[config.mk]
export PLATFORM = sky130hd
export DESIGN_NAME = dma_desc_fetch
export DESIGN_NICKNAME = d
export VERILOG_FILES = /design/src/rtl/dma_desc_pkg.sv /design/src/rtl/dma_desc_beat_asm.sv /design/src/rtl/dma_desc_fetch.sv
export SDC_FILE = /design/constraint.sdc
export NUM_CORES = 1
export LEC_CHECK = 0
export CORE_UTILIZATION = 31
export DETAILED_ROUTE_END_ITERATION = 8
export SETUP_SLACK_MARGIN = 0.5
export SLEW_MARGIN = 20
export SYNTH_ARGS = -nofsm -noshare
export SYNTH_HDL_FRONTEND = slang
export SYNTH_SLANG_ARGS = --single-unit
[constraint.sdc]
create_clock -name clk -period 5.4 [get_ports clk]
set_input_delay 0.54 -clock clk [delete_from_list [all_inputs] [get_ports clk]]
set_output_delay 0.54 -clock clk [all_outputs]
set_load 0.01 [all_outputs]
[src/rtl/dma_desc_pkg.sv]
// Shared descriptor layout and fetch-engine state encoding for the DMA descriptor path.
// Latency: n/a (types and constants only).
// Backpressure: n/a.
package dma_desc_pkg;

    // One descriptor is a fixed 8-beat burst of 32-bit words, 32 bytes in host memory.
    localparam int DESC_WORDS = 8;
    localparam int DESC_BYTES = 32;

    // Word indices inside the assembled 256-bit descriptor (word i at bits [32i+31:32i]).
    localparam int W_SRC  = 0;
    localparam int W_DST  = 1;
    localparam int W_LEN  = 2;
    localparam int W_CTRL = 3;
    localparam int W_NEXT = 4;

    // Bit positions inside the control word.
    localparam int OWNED  = 31;
    localparam int EOC    = 1;
    localparam int IRQ_EN = 0;

    typedef enum logic [2:0] {
        ST_IDLE,
        ST_REQ,
        ST_DATA,
        ST_CHECK,
        ST_PUSH
    } fetch_state_e;

    // Extract descriptor word idx from an assembled descriptor.
    function automatic logic [31:0] desc_word(input logic [255:0] desc, input int idx);
        return desc[32*idx +: 32];
    endfunction

endpackage

[src/rtl/dma_desc_beat_asm.sv]
// Collects the eight 32-bit read beats of one descriptor burst into a 256-bit word.
// Latency: done_o is combinational with the final beat; the full word is visible next cycle.
// Backpressure: none; every beat presented while enabled is stored.
module dma_desc_beat_asm
    import dma_desc_pkg::*;
(
    input  logic         clk,
    input  logic         reset,
    input  logic         clr_i,
    input  logic         beat_vld_i,
    input  logic [31:0]  beat_dat_i,
    output logic [255:0] desc_o,
    output logic         done_o
);

    logic [2:0]   beat_q, beat_d;
    logic [255:0] desc_q, desc_d;

    // Slot write addressed by the beat counter; clear restarts at slot 0 for a new burst.
    always_comb begin
        beat_d = beat_q;
        desc_d = desc_q;
        if (clr_i) begin
            beat_d = '0;
        end else if (beat_vld_i) begin
            desc_d[32*beat_q +: 32] = beat_dat_i;
            beat_d                  = beat_q + 3'd1;
        end
    end

    // Beat counter and descriptor storage.
    always_ff @(posedge clk or negedge reset) begin
        if (!reset) begin
            beat_q <= '0;
            desc_q <= '0;
        end else begin
            beat_q <= beat_d;
            desc_q <= desc_d;
        end
    end

    assign desc_o = desc_q;
    assign done_o = beat_vld_i && !clr_i && (beat_q == 3'(DESC_WORDS - 1));

endmodule

[src/rtl/dma_desc_fetch.sv]
// Walks a linked list of 32-byte descriptors over AVMM burst reads and pushes each to the processor FIFO.
// Latency: doorbell to read request 1 cycle; last beat to FIFO push 2 cycles when not throttled.
// Backpressure: pushes wait while almost_full is high; an accepted burst is always drained.
module dma_desc_fetch
    import dma_desc_pkg::*;
#(
    parameter int ADDR_W = 32
) (
    input  logic              clk,
    input  logic              reset,          // asynchronous, active low
    input  logic [31:0]       csr_control_i,
    input  logic [31:0]       csr_desc_base_i,
    input  logic              csr_desc_start_i,
    output logic              dma_desc_rd_o,
    output logic [ADDR_W-1:0] dma_desc_addr_o,
    output logic [3:0]        dma_desc_burstcount_o,
    input  logic              dma_desc_wait_rq_i,
    input  logic [31:0]       dma_desc_rddata_i,
    input  logic              dma_desc_rddatavalid_i,
    output logic              dma_desc_fifo_wr_o,
    output logic [255:0]      dma_desc_fifo_wrdata_o,
    input  logic              dma_desc_fifo_almost_full_i,
    output logic              dma_desc_fetch_busy_o,
    output logic              dma_desc_fetch_err_o,
    output logic [15:0]       dma_desc_fetch_count_o
);

    fetch_state_e      state_q, state_d;
    logic              rd_q, rd_d;
    logic [ADDR_W-1:0] addr_q, addr_d;
    logic [3:0]        burst_q;
    logic              wr_q, wr_d;
    logic [255:0]      wrdata_q, wrdata_d;
    logic              err_q, err_d;
    logic [15:0]       cnt_q, cnt_d;
    logic              busy_q;

    logic              run;
    logic              unused_ctrl;
    logic [255:0]      desc;
    logic              beat_done;
    logic [31:0]       ctrl_w;
    logic [31:0]       next_w;

    assign run         = csr_control_i[0];
    assign unused_ctrl = ^csr_control_i[31:1];
    assign ctrl_w      = desc_word(desc, W_CTRL);
    assign next_w      = desc_word(desc, W_NEXT);

    // Beat slots are rewound while a request is outstanding; beats outside DATA never land.
    dma_desc_beat_asm u_beat_asm (
        .clk        (clk),
        .reset      (reset),
        .clr_i      (state_q == ST_REQ),
        .beat_vld_i (dma_desc_rddatavalid_i && (state_q == ST_DATA)),
        .beat_dat_i (dma_desc_rddata_i),
        .desc_o     (desc),
        .done_o     (beat_done)
    );

    // Next-state and registered-output decode; a push is committed one cycle before wr shows.
    always_comb begin
        state_d  = state_q;
        rd_d     = rd_q;
        addr_d   = addr_q;
        wr_d     = 1'b0;
        wrdata_d = wrdata_q;
        err_d    = err_q;
        cnt_d    = cnt_q;
        case (state_q)
            ST_IDLE: begin
                if (csr_desc_start_i && run) begin
                    if (csr_desc_base_i[4:0] != 5'd0) begin
                        err_d = 1'b1;
                    end else begin
                        addr_d  = ADDR_W'(csr_desc_base_i);
                        cnt_d   = '0;
                        err_d   = 1'b0;
                        rd_d    = 1'b1;
                        state_d = ST_REQ;
                    end
                end
            end
            ST_REQ: begin
                // Acceptance wins over a simultaneous run drop: the burst is then owed to us.
                if (!dma_desc_wait_rq_i) begin
                    rd_d    = 1'b0;
                    state_d = ST_DATA;
                end else if (!run) begin
                    rd_d    = 1'b0;
                    state_d = ST_IDLE;
                end
            end
            ST_DATA: begin
                if (beat_done) begin
                    state_d = ST_CHECK;
                end
            end
            ST_CHECK: begin
                if (!ctrl_w[OWNED] || !run) begin
                    state_d = ST_IDLE;
                end else begin
                    state_d = ST_PUSH;
                    if (!dma_desc_fifo_almost_full_i) begin
                        wr_d     = 1'b1;
                        wrdata_d = desc;
                        cnt_d    = cnt_q + 16'd1;
                    end
                end
            end
            ST_PUSH: begin
                if (wr_q) begin
                    // The push is on the bus this cycle; decide where the chain goes.
                    if (ctrl_w[EOC]) begin
                        state_d = ST_IDLE;
                    end else if (next_w[4:0] != 5'd0) begin
                        err_d   = 1'b1;
                        state_d = ST_IDLE;
                    end else if (!run) begin
                        state_d = ST_IDLE;
                    end else begin
                        addr_d  = ADDR_W'(next_w);
                        rd_d    = 1'b1;
                        state_d = ST_REQ;
                    end
                end else if (!run) begin
                    state_d = ST_IDLE;
                end else if (!dma_desc_fifo_almost_full_i) begin
                    wr_d     = 1'b1;
                    wrdata_d = desc;
                    cnt_d    = cnt_q + 16'd1;
                end
            end
            default: begin
                state_d = ST_IDLE;
                rd_d    = 1'b0;
            end
        endcase
    end

    // State and output registers.
    always_ff @(posedge clk or negedge reset) begin
        if (!reset) begin
            state_q  <= ST_IDLE;
            rd_q     <= 1'b0;
            addr_q   <= '0;
            burst_q  <= 4'(DESC_WORDS);
            wr_q     <= 1'b0;
            wrdata_q <= '0;
            err_q    <= 1'b0;
            cnt_q    <= '0;
            busy_q   <= 1'b0;
        end else begin
            state_q  <= state_d;
            rd_q     <= rd_d;
            addr_q   <= addr_d;
            burst_q  <= 4'(DESC_WORDS);
            wr_q     <= wr_d;
            wrdata_q <= wrdata_d;
            err_q    <= err_d;
            cnt_q    <= cnt_d;
            busy_q   <= (state_d != ST_IDLE);
        end
    end

    assign dma_desc_rd_o          = rd_q;
    assign dma_desc_addr_o        = addr_q;
    assign dma_desc_burstcount_o  = burst_q;
    assign dma_desc_fifo_wr_o     = wr_q;
    assign dma_desc_fifo_wrdata_o = wrdata_q;
    assign dma_desc_fetch_busy_o  = busy_q;
    assign dma_desc_fetch_err_o   = err_q;
    assign dma_desc_fetch_count_o = cnt_q;

endmodule

; ---- Word-level counts from Yosys, hierarchy flattened
; Index checks and enable logic that the tools add are counted.
[word_totals]
ff_bits = 570
out_inout_bits = 312
[op_classes]
addsub = 3
eq_ne = 15
shift = 2
muxes = 53
n_bitwise = 2
n_reduce_logical = 23
[ops]
columns = op, n
row1 = $mux 256, 4
row2 = $pmux 256 s2, 1
row3 = $bwmux 256, 1
row4 = $shift 32x34->256 const A, 1
row5 = $shiftx 32x34->256, 1
row6 = $mux 32, 6
row7 = $mux 16, 6
row8 = $pmux 32 s2, 1
row9 = $pmux 16 s3, 1
row10 = $neg 8->34, 1
row11 = $mux 3, 9
row12 = $mux 1, 20
row13 = $ne 2x2->1 const B, 9
row14 = $add 16x1->16 const B, 1
row15 = $pmux 3 s5, 1
row16 = $reduce_bool 5->1, 2
row17 = $reduce_and 8->1, 1
row18 = $reduce_and 7->1, 1
row19 = $eq 3x2->1 const B, 2
row20 = $eq 3x3->1 const B, 2
row21 = $reduce_and 6->1, 1
row22 = $reduce_bool 2->1, 3
row23 = $reduce_bool 3->1, 2
row24 = $reduce_and 5->1, 1
row25 = other kinds (13), 20

; ---- Longest topological paths before layout
; Gate-level depths: netlist (run 1).
[depth]
ltp_word = 7
mapped_depth = 11
ltp_nobuf = 7

; ---- Cells and area by module
; A second synthesis (run 1) with hierarchy kept.
[hier_totals]
hier_cells = 1556
hier_area_um2 = 23124.7
[modules_own_cells]
columns = mod, n_inst, cells_each, area_each_um2, seq_area_each_um2
row1 = dma_desc_fetch, 1, 799, 12339.3, 7782.5
row2 = dma_desc_beat_asm, 1, 757, 10785.3, 6481.2

; ---- Worst setup path before layout (run 1)
; Ideal clock, no wire load.
[synth_path]
path_type = flip-flop to flip-flop
start = reg u_beat_asm.beat_q[0]
end = reg u_beat_asm.desc_q[214], in the netlist u_beat_asm.desc_o[214]
setup_time_ns = 0.125
t_arrival_ns = 2.570
required_time_ns = 5.275
setup_slack_ns = 2.705
path_stages_with_launch = 10
n_path_buf = 3
path_cell_list = dfrtp_1 > clkbuf_1 > inv_1 > ha_1 > ha_1 > clkbuf_1 > nor4b_1 > nand3_1 > clkbuf_1 > mux2_2
[synth_between]
elab_chain_cells = 3
elab_cells_between_ends = 4
cone_classes = add/sub: 1 / shift: 2 / mux: 1
[synth_lines]
columns = element, line
row1 = "start, declared", dma_desc_beat_asm.sv:16  ; logic [2:0] beat_q, beat_d;
row2 = "start signal, assigned", dma_desc_beat_asm.sv:37  ; beat_q <= beat_d;
row3 = $neg 8->34 (*), dma_desc_beat_asm.sv:26  ; desc_d[32*beat_q +: 32] = beat_dat_i;
row4 = $shiftx 32x34->256 / $shift 32x34->256 (equally long branches), dma_desc_beat_asm.sv:26
row5 = $bwmux 256 (*), dma_desc_beat_asm.sv:26
row6 = "end signal, assigned", dma_desc_beat_asm.sv:38  ; desc_q <= desc_d;
row7 = "end, declared", dma_desc_beat_asm.sv:17  ; logic [255:0] desc_q, desc_d;
; Every way passes the cells marked *; elsewhere a longest branch is shown, timed or not.
; A chain may end at the register's enable or synchronous reset.

; ---- Final worst setup path (run 1)
[layout_path]
start = reg state_q[2]
end = reg wrdata_q[232], in the netlist dma_desc_fifo_wrdata_o[232]
[layout_between]
elab_chain_cells = 3
elab_cells_between_ends = 8
cone_classes = eq/ne: 5 / mux: 1 / reduce/logical: 2
[layout_lines]
columns = element, line
row1 = "start, declared", dma_desc_fetch.sv:28  ; fetch_state_e state_q, state_d;
row2 = "start signal, assigned", dma_desc_fetch.sv:154  ; state_q <= state_d;
row3 = $eq 3x2->1 / $eq 3x3->1 (equally long branches), dma_desc_fetch.sv:70  ; case (state_q)
row4 = $ne 2x2->1 (no source line) / $reduce_bool 2->1 (equally long branches), n/a
row5 = $reduce_and 4->1 (no source line), n/a
row6 = "end signal, assigned", dma_desc_fetch.sv:159  ; wrdata_q <= wrdata_d;
row7 = "end, declared", dma_desc_fetch.sv:33  ; logic [255:0] wrdata_q, wrdata_d;
; Parallel ways exist; a longest one is shown, timed or not.

==> out/metrics.yaml, run 1 <==
outcome: "complete, no violations"
place_congestion: 0.8134
syn_inst: 1615
required_ps: 5850
setup_viol: 0
p_switching_mw: 3.235
fin_nets: 2092
cts_root_buffer: "clkbuf_16"
synth-main-ff-cell: "dfrtp_1"
die_x_um: 270.3
final_area_um2: 29220
drv_slew: 0
fill_cells: 6699
grt_pass1_vias: 14990
hold_violations: 0
peakVddDrop_mv: 0.2744
final_util_pct: 40.94
drtPass1Iterations: 5
p_sw_share_pct: 27.73
synth.area.top_cells: "dfrtp_1, mux2_2, mux2_1, nand2_1, o21ai_0"
io_buffers: 378
grt_use_total_pct: 17.71
powerDensity_nw_per_um2: 399.2
wl_per_cell_um: 21.50
via_per_inst: 4.772
drt_iter0_markers: 829
grt_max_degree: 126
drc: 0
cts_inserted_buffers: 68
synth.top_cell.area_share_pct: 63.92
cts_resized: 0
dp.final_hpwl_um: 42520
coreArea_um2: 71360
p_total_mw: 11.66
period_needed_ps: 3912
cts_tree: "built"
yosysSeqAreaShare_pct: 63.92
clock.fmax_ghz: 0.2556
ios: 414
ant_nets: 0
syn_area_um2: 22310
synthArstFlopShare_pct: 100.0
syn_avg_cell_area_um2: 13.82
path_max_fanout: 64
maxCapViolCount: 0
ys_seq_elements: 570
comb_power_share_pct: 15.0
yosysTopAreaCell: "dfrtp_1"
rr_worst_depth: 5
yosysWarnings: 0
worstMarginPinSlew_ps: 1088
cts_hold_buf: 0
fin_setup_tns_ps: 0
p_leak_nw: 13.59
clock_sinks: 570
grt_pass1_wl_um: 97420
routed_wirelength_um: 64270
syn_to_final_growth_pct: 30.94
synth_cell_types: 54
relSlewSlack_pct: 27.48
cp-start-kind: "flip-flop"
dpl-instance-area_um2: 27010
drive_gt1_share_pct: 21.93
grt_setup_unrepaired: "no"
start_util_pct: 31.27
clk_pin_slew_ps: 60
grt-ovfl-total: 0
die_h_um: 270.3
fin_skew_ps: 14.46
p_seq_share_pct: 46.7
synth_edf_count: 0
arrival_ps: 4370
critical_path_class: "flip-flop to flip-flop"
die-area_um2: 73060
clockBufferDepth: 3
fin_crit_sh_pct: 72.45
hold_class: "primary input to async pin"
antenna_found_initial: 5
p_int_mw: 8.429
vias: 14260
clk-insertion-delay-late_ps: 580
clock_power_share_pct: 38.3
endpoint_kind: "flip-flop"
num_rows: 98
htree_levels: 3
postCtsSetupBuffers: 0
==> power groups by stage <==
stage | sequential [mW] | clock (mW) | combinational (mW)
2_1_floorplan | 5.34 | 0 | 1.13
3_3_place_gp | 5.48 | 0 | 1.72
3_5_place_dp | 5.53 | 0 | 1.78
4_1_cts | 5.45 | 4.62 | 1.78
5_1_grt | 5.55 | 4.79 | 1.95
6_report | 5.45 | 4.47 | 1.75
==> logic make-up (layout without fill, tap and decap cells) <==
group | count (synthesis) | count (layout) | synth area share [%]
flops | 570 | 570 | 63.92
compound gates | 190 | 190 | 5.215
buf+inv | 111 | 528 | 2.518
other cells | 2 | 9 | 0.03366
fa+ha+maj | 5 | 5 | 0.2804
simple gates | 303 | 303 | 6.129
mux | 434 | 434 | 21.90
==> final timing paths <==
path | to | start | slack [ps]
worst max-delay path | dma_desc_fifo_wrdata_o[232] | state_q[2] | 1490
worst min-delay path | u_beat_asm.desc_o[198] | reset | 10
worst max register to register | dma_desc_fifo_wrdata_o[232] | state_q[2] | 1490
worst min register to register | u_beat_asm.desc_o[76] | u_beat_asm.desc_o[76] | 470
max in group asynchronous | dma_desc_fifo_wrdata_o[20] | reset | 3930
min in group clk | u_beat_asm.desc_o[76] | u_beat_asm.desc_o[76] | 470
==> flip-flops by register name (all words and copies together), names as in the netlist <==
register,cells
u_beat_asm.desc_o,256
dma_desc_fifo_wr_o,1
dma_desc_addr_o,32
u_beat_asm.beat_q,3
dma_desc_fetch_err_o,1
dma_desc_fifo_wrdata_o,256
dma_desc_fetch_count_o,16
dma_desc_fetch_busy_o,1
dma_desc_rd_o,1
state_q,3
==> routing by layer <==
| metal | vias up | track usage, % | part of all wire, % |
|---|---|---|---|
| met5 | - | 0 | 0 |
| met4 | 0 | 6.646 | 3.1 |
| met3 | 98 | 4.988 | 6.6 |
| met2 | 407 | 28.09 | 46 |
| met1 | 7352 | 22.95 | 44 |
| li1 | 6407 | - | - |
==> cell usage in the layout (no fill, tap or decap), drive strengths merged, types with 15 or more instances in the layout <==
| cell type | count |
|---|---|
| a31oi | 21 |
| buf | 21 |
| clkbuf | 99 |
| clkdlybuf4s50 | 377 |
| clkinv | 15 |
| dfrtp | 570 |
| mux2 | 434 |
| nand2 | 221 |
| o21ai | 108 |
| o31ai | 32 |
==> synth_stat cells, drive strengths merged, types with 5 or more instances <==
| cell type | number |
|---|---|
| a21o | 6 |
| clkbuf | 63 |
| a21oi | 7 |
| nand4b | 5 |
| nor4 | 6 |
| ha | 5 |
| nand2 | 221 |
| nand3 | 13 |
| nand2b | 8 |
| buf | 37 |
| dfrtp | 570 |
| o21ai | 108 |
| nor2 | 10 |
| a31oi | 21 |
| and2 | 7 |
| nand4 | 9 |
| o31ai | 32 |
| inv | 11 |
| mux2 | 434 |
==> critical path, stage by stage (launching register included) <==
cell,delay [ps]
dfrtp_1,710
or3b_2,900
a21oi_4,600
nand2_8,250
inv_4,810
mux2_2,420
==> through the flow <==
| stage | hold slack [ps] | cells | worst slack [ps] |
|---|---|---|---|
| 5_1_grt | 101.5 | 2984 | 1239 |
| 4_1_cts | 82.55 | 2984 | 1434 |
| 3_3_place_gp | 453.5 | 2865 | 1498 |
| 2_1_floorplan | 244.4 | 1617 | 2705 |
| 3_5_place_dp | 460.1 | 2865 | 1453 |
| 6_report | 13.54 | 2989 | 1488 |
==> area by class of cell <==
type	count	area, µm²	share of cell area [%]
multi-input combinational	936	7540	25.81
sequential	570	14260	48.82
timing repair buffer	398	3976	13.61
inverter	11	43.79	0.1499
clock buffer	99	1992	6.818
clock inverter	20	200.2	0.6852
tap	950	1189	4.068
antenna	5	12.51	0.04282
(Power assumes the default switching activity.)
==> run 2, diff against run 1 <==
==> constraint.sdc (replaced) <==
create_clock -name clk -period 3.5 [get_ports clk]
set_input_delay 0.35 -clock clk [delete_from_list [all_inputs] [get_ports clk]]
set_output_delay 0.35 -clock clk [all_outputs]
set_load 0.01 [all_outputs]
==> run 2 against run 1 <==
Compared with the run above: sequential share of layout area shrank 0.68 points; clock power rose by 64%; fmax up 44%; setup slack worse by 700 ps; global-route usage about the same; power grew 58%; final cell count rose by 0.84%; critical path depth increased by 2; sequential power rose by 53%.
==> out/metrics.yaml, run 2 (synthesized netlist as in run 1, its figures left out) <==
powerDensity_nw_per_um2: 622.5  # was 399.2 nW/µm²
arrival_ps: 3170  # was 4370 ps
p_leak_nw: 13.81  # was 13.59 nW
fin_setup_tns_ps: 0  # unchanged
clockBufferDepth: 3  # unchanged
period_needed_ps: 2711  # was 3912 ps
path_max_fanout: 19  # was 64
endpoint_kind: "flip-flop"  # unchanged
crit_slowest_cell: "dfrtp_1"  # was or3b_2
cp-start-kind: "flip-flop"  # unchanged
htree_levels: 3  # unchanged
drive_gt1_share_pct: 23.20  # was 21.93%
ios: 414  # unchanged
start_util_pct: 31.27  # unchanged
antenna_found_initial: 3  # was 5
die_h_um: 270.3  # unchanged
crit_top_cell: "buf_4"
fin_nets: 2118  # was 2092
drt_iter0_markers: 680  # was 829
fin_crit_sh_pct: 77.47  # was 72.45%
grt_setup_unrepaired: "no"  # unchanged
grt_pass1_vias: 14860  # was 14990
place_congestion: 0.8215  # was 0.8134
final_area_um2: 29630  # was 29220 µm²
crit_path_cell_trace: "buf_4 > or4b_1 > a21boi_4 > nand2_8 > inv_4 > buf_4 > mux2_2"  # was or3b_2 > a21oi_4 > nand2_8 > inv_4 > mux2_2
clk_pin_slew_ps: 60  # about the same
die-area_um2: 73060  # unchanged
cts_root_buffer: "clkbuf_16"  # unchanged
clk-insertion-delay-late_ps: 590  # was 580 ps
fin_ws_ps: 788.6  # was 1488 ps
grt_use_total_pct: 17.73  # was 17.71%
wl_per_cell_um: 21.23  # was 21.50 µm
die_x_um: 270.3  # unchanged
pre_cts_slack_ps: 654.3  # was 1453 ps
critPathMaxStageDelay_ps: 530  # was 900 ps
grt_pass1_wl_um: 97820  # was 97420 µm
routed_wirelength_um: 63990  # was 64270 µm
maxCapViolCount: 0  # unchanged
setup_viol: 0  # unchanged
syn_to_final_growth_pct: 32.77  # was 30.94%
drv_slew: 0  # unchanged
fill_cells: 6600  # was 6699
cts_inserted_buffers: 68  # unchanged
critical_path_class: "flip-flop to flip-flop"  # unchanged
grt-ovfl-total: 0  # unchanged
peakVddDrop_mv: 0.3894  # was 0.2744 mV
p_seq_share_pct: 45.3  # was 46.7%
clock_sinks: 570  # unchanged
hold_violations: 0  # unchanged
hold_class: "primary input to async pin"  # unchanged
grt_max_degree: 106  # was 126
p_sw_share_pct: 27.29  # was 27.73%
p_int_mw: 13.41  # was 8.429 mW
fin_skew_ps: 20.56  # was 14.46 ps
final_util_pct: 41.52  # was 40.94%
coreArea_um2: 71360  # unchanged
dp.final_hpwl_um: 43430  # was 42520 µm
drc: 0  # unchanged
worstMarginPinSlew_ps: 953.2  # was 1088 ps
critical_path.top_delay_family: "buffers and inverters"  # was simple AND/OR/NAND/NOR gates
comb_power_share_pct: 15.0  # about the same
clock_power_share_pct: 39.7  # was 38.3%
relSlewSlack_pct: 36.45  # was 27.48%
p_switching_mw: 5.033  # was 3.235 mW
cts_resized: 0  # unchanged
vias: 14250  # was 14260
path_buf_inv: 3  # was 1
clock.fmax_ghz: 0.3688  # was 0.2556 GHz
drtPass1Iterations: 5  # unchanged
required_ps: 3960  # was 5850 ps
num_rows: 98  # unchanged
cts_tree: "built"  # unchanged
via_per_inst: 4.726  # was 4.772
outcome: "complete, no violations"  # unchanged
dpl-instance-area_um2: 27240  # was 27010 µm²
hold-worst-slack_ps: 352.7  # was 13.54 ps
io_buffers: 378  # unchanged
final_common_cell: "dfrtp_1"  # unchanged
ant_nets: 0  # unchanged
final_cell_mix: "dfrtp_1, clkdlybuf4s50_1, mux2_2, nand2_1, mux2_1"  # unchanged
## run 2: cell types whose count changed in the layout (fill, tap and decap cells not counted)
cell,change
buf_4,+19
bufinv_16,+5
clkbuf_1,-7
clkinvlp_4,+3
inv_8,+1
buf_12,+6
diode_2,-1
clkinv_4,-5
dlygate4sd3_1,+1
inv_6,+3
## run 2: per-layer routing
metal  global-route usage [%]  vias up  share of wire [%]
li1                         -     6461                  -
met1                    22.91     7306                 43
met2                    29.29      395                 48
met3                    4.632       83                6.4
met4                    4.877        0                2.2
met5                        0        -                  0
## run 2: power by group through the flow
stage	Clock, mW	Combinational (mW)	Sequential [mW]
3_3_place_gp	0	2.73	8.41
4_1_cts	7.56	2.83	8.37
6_report	7.31	2.77	8.36
2_1_floorplan	0	1.75	8.24
3_5_place_dp	0	2.82	8.49
5_1_grt	7.82	3.11	8.52
## run 2: what timing repair did
action	in CTS	in global routing
endpoints found under the setup margin	0	8
setup buffers	0	4
hold buffers	1	0
hold endpoints to repair	79	0
## run 2: worst paths after layout
check	from	to	slack, ps	cells after the start
worst min register to register	u_beat_asm.desc_o[100]	u_beat_asm.desc_o[100]	470	2
max in group asynchronous	reset	u_beat_asm.desc_o[121]	2030	3
min in group clk	u_beat_asm.desc_o[100]	u_beat_asm.desc_o[100]	470	2
worst max-delay path	state_q[2]	dma_desc_fifo_wrdata_o[230]	790	7
worst min-delay path	reset	dma_desc_fetch_count_o[5]	350	2
worst max register to register	state_q[2]	dma_desc_fifo_wrdata_o[230]	790	7
## run 2: metrics by stage
step                      instances  total power [mW]
after floorplan                1617             9.983
after global placement         2886             11.14
after detailed placement       2886             11.31
after CTS                      3006             18.76
after global routing           3010             19.45
final                          3014             18.44
## run 2: cell type report
| class | instances | area (µm²) | area share [%] |
|---|---|---|---|
| diodes | 4 | 10.01 | 0.03379 |
| clock buffers | 92 | 1966 | 6.635 |
| clock inverters | 27 | 366.6 | 1.237 |
| inverters | 11 | 43.79 | 0.1478 |
| multi-input cells | 936 | 7540 | 25.45 |
| flip-flops and latches | 570 | 14260 | 48.14 |
| well taps | 950 | 1189 | 4.012 |
| repair buffers | 424 | 4249 | 14.34 |
==> run 3, diff against run 2 <==
==> constraint.sdc (replaced) <==
create_clock -name clk -period 2.46 [get_ports clk]
set_input_delay 0.246 -clock clk [delete_from_list [all_inputs] [get_ports clk]]
set_output_delay 0.246 -clock clk [all_outputs]
set_load 0.01 [all_outputs]
==> run 3 against run 2 <==
Compared with the run above: first-iteration DRC count up 55%; critical path depth shrank 1; combinational power increased by 130%; register-to-register slack got worse by 590 ps; sequential power is 45% higher; critical path type unchanged; largest cell class unchanged; largest power group unchanged; highest routed layer is now met5.
==> out/metrics.yaml, run 3 (synthesized netlist as in run 1, its figures left out) <==
p_int_mw: 20.20  # was 13.41 mW
powerDensity_nw_per_um2: 841.4  # was 622.5 nW/µm²
p_leak_nw: 15.76  # was 13.81 nW
relSlewSlack_pct: 52.60  # was 36.45%
wl_per_cell_um: 25.26  # was 21.23 µm
routed_wirelength_um: 79610  # was 63990 µm
outcome: "complete, no violations"  # unchanged
clock_power_share_pct: 35.3  # was 39.7%
hold_class: "primary input to async pin"  # unchanged
comb_power_share_pct: 22.5  # was 15.0%
antenna_found_initial: 7  # was 3
worstMarginPinSlew_ps: 708.7  # was 953.2 ps
register_area_um2: 14270  # was 14260 µm²
die-area_um2: 73060  # unchanged
clk-insertion-delay-late_ps: 600  # was 590 ps
final_common_cell: "dfrtp_1"  # unchanged
setup_viol: 0  # unchanged
grt_pass1_wl_um: 110300  # was 97820 µm
grt_max_degree: 77  # was 106
cp-start-kind: "flip-flop"  # unchanged
cts_inserted_buffers: 66  # was 68
cts_tree: "built"  # unchanged
dp_cells: 2904  # was 2886
r2r_end: "dma_desc_fifo_wrdata_o[160]"  # was dma_desc_fifo_wrdata_o[230]
ios: 414  # unchanged
drv_slew: 0  # unchanged
reg2reg_from: "state_q[0]"  # was state_q[2]
peakVddDrop_mv: 0.4981  # was 0.3894 mV
hold-worst-slack_ps: 204.5  # was 352.7 ps
p_switching_mw: 8.535  # was 5.033 mW
fin_cells: 3152  # was 3014
start_util_pct: 31.27  # unchanged
period_needed_ps: 2265  # was 2711 ps
dpl-instance-area_um2: 27710  # was 27240 µm²
die_x_um: 270.3  # unchanged
drc: 0  # unchanged
grt_pass1_vias: 16300  # was 14860
p_sw_share_pct: 29.70  # was 27.29%
path_max_fanout: 29  # was 19
clockBufferDepth: 3  # unchanged
coreArea_um2: 71360  # unchanged
critical_path_class: "flip-flop to flip-flop"  # unchanged
final_cell_mix: "dfrtp_1, clkdlybuf4s50_1, mux2_2, nand2_1, mux2_4"  # was dfrtp_1, clkdlybuf4s50_1, mux2_2, nand2_1, mux2_1
num_rows: 98  # unchanged
p_seq_share_pct: 42.2  # was 45.3%
multi_input_area_um2: 9214  # was 7540 µm²
grt_use_total_pct: 20.27  # was 17.73%
clk_pin_slew_ps: 60  # about the same
cts_root_buffer: "clkbuf_16"  # unchanged
dp.final_hpwl_um: 45100  # was 43430 µm
clock.fmax_ghz: 0.4415  # was 0.3688 GHz
hold_violations: 0  # unchanged
drtPass1Iterations: 5  # unchanged
drt_iter0_markers: 1055  # was 680
final_area_um2: 34160  # was 29630 µm²
fin_crit_sh_pct: 92.07  # was 77.47%
vias: 15830  # was 14250
htree_levels: 3  # unchanged
io_buffers: 378  # unchanged
grt_setup_unrepaired: "yes"  # was no
fin_setup_tns_ps: 0  # unchanged
ant_nets: 0  # unchanged
maxCapViolCount: 0  # unchanged
required_ps: 2940  # was 3960 ps
endpoint_kind: "flip-flop"  # unchanged
rrSetupSlack_ps: 190  # was 790 ps
rr_worst_depth: 6  # was 7
fill_cells: 6119  # was 6600
fin_nets: 2264  # was 2118
syn_to_final_growth_pct: 53.07  # was 32.77%
place_congestion: 0.8715  # was 0.8215
die_h_um: 270.3  # unchanged
clock_sinks: 570  # unchanged
drive_gt1_share_pct: 39.48  # was 23.20%
fin_skew_ps: 28.88  # was 20.56 ps
via_per_inst: 5.022  # was 4.726
arrival_ps: 2740  # was 3170 ps
grt-ovfl-total: 0  # unchanged
final_util_pct: 47.86  # was 41.52%
==> run 3: critical path, cell delays in order, from the launching register on <==
cell,delay [ps]
dfrtp_1,410
or4b_4,560
a21boi_4,250
nand2_8,120
buf_12,200
buf_16,190
mux2_1,370
==> run 3: cell type report <==
cell class	instances	area share, %
flip-flops and latches	570	41.78
clock inverters	21	0.8609
well taps	950	3.480
inverters	11	0.1758
multi-input cells	936	26.98
diodes	1	0.007327
clock buffers	91	5.733
repair buffers	572	20.99
==> run 3: worst max-delay path by stage <==
stage          cells after the start                    from  slack, ps                          end
2_1_floorplan                      9    u_beat_asm.beat_q[0]        390       u_beat_asm.desc_o[214]
3_3_place_gp                       7      csr_desc_base_i[1]         20          dma_desc_addr_o[27]
3_5_place_dp                       7      csr_desc_base_i[0]        -40          dma_desc_addr_o[27]
4_1_cts                            6  u_beat_asm.desc_o[132]        230           dma_desc_addr_o[8]
5_1_grt                            6              state_q[0]        160  dma_desc_fifo_wrdata_o[160]
6_report                           6              state_q[0]        190  dma_desc_fifo_wrdata_o[160]
==> run 3: repair_timing <==
action | in CTS | in global routing
endpoints found under the setup margin | 429 | 558
pin swaps | 18 | 126
gates resized for setup | 167 | 414
gates cloned | 38 | 25
buffers inserted | 48 | 23
hold buffers | 1 | 0
hold endpoints to repair | 37 | 0
==> run 3: per-layer routing <==
layer / GRT usage [%] / wire, µm / part of all wire, %
met5: 0 / 34 / 0.043
met4: 6.007 / 1640 / 2.1
met3: 5.228 / 5051 / 6.3
met2: 33.13 / 39060 / 49
met1: 26.37 / 33820 / 42
==> run 3: power groups by stage <==
stage                     sequential [mW]  clock (mW)  combinational [mW]
after global routing                 12.3        10.8                6.91
after floorplan                      11.7           0                2.78
final                                12.1        10.1                6.47
after CTS                            11.9        10.4                5.32
after global placement               12.0           0                4.25
after detailed placement             12.1           0                4.40
==> run 3: per-stage QoR <==
step	power, mW	setup WS, ps
global route	30.04	158.0
CTS	27.61	225.4
global placement	16.20	19.34
floorplan	14.51	394.9
finish	28.74	195.0
detailed placement	16.47	-44.59
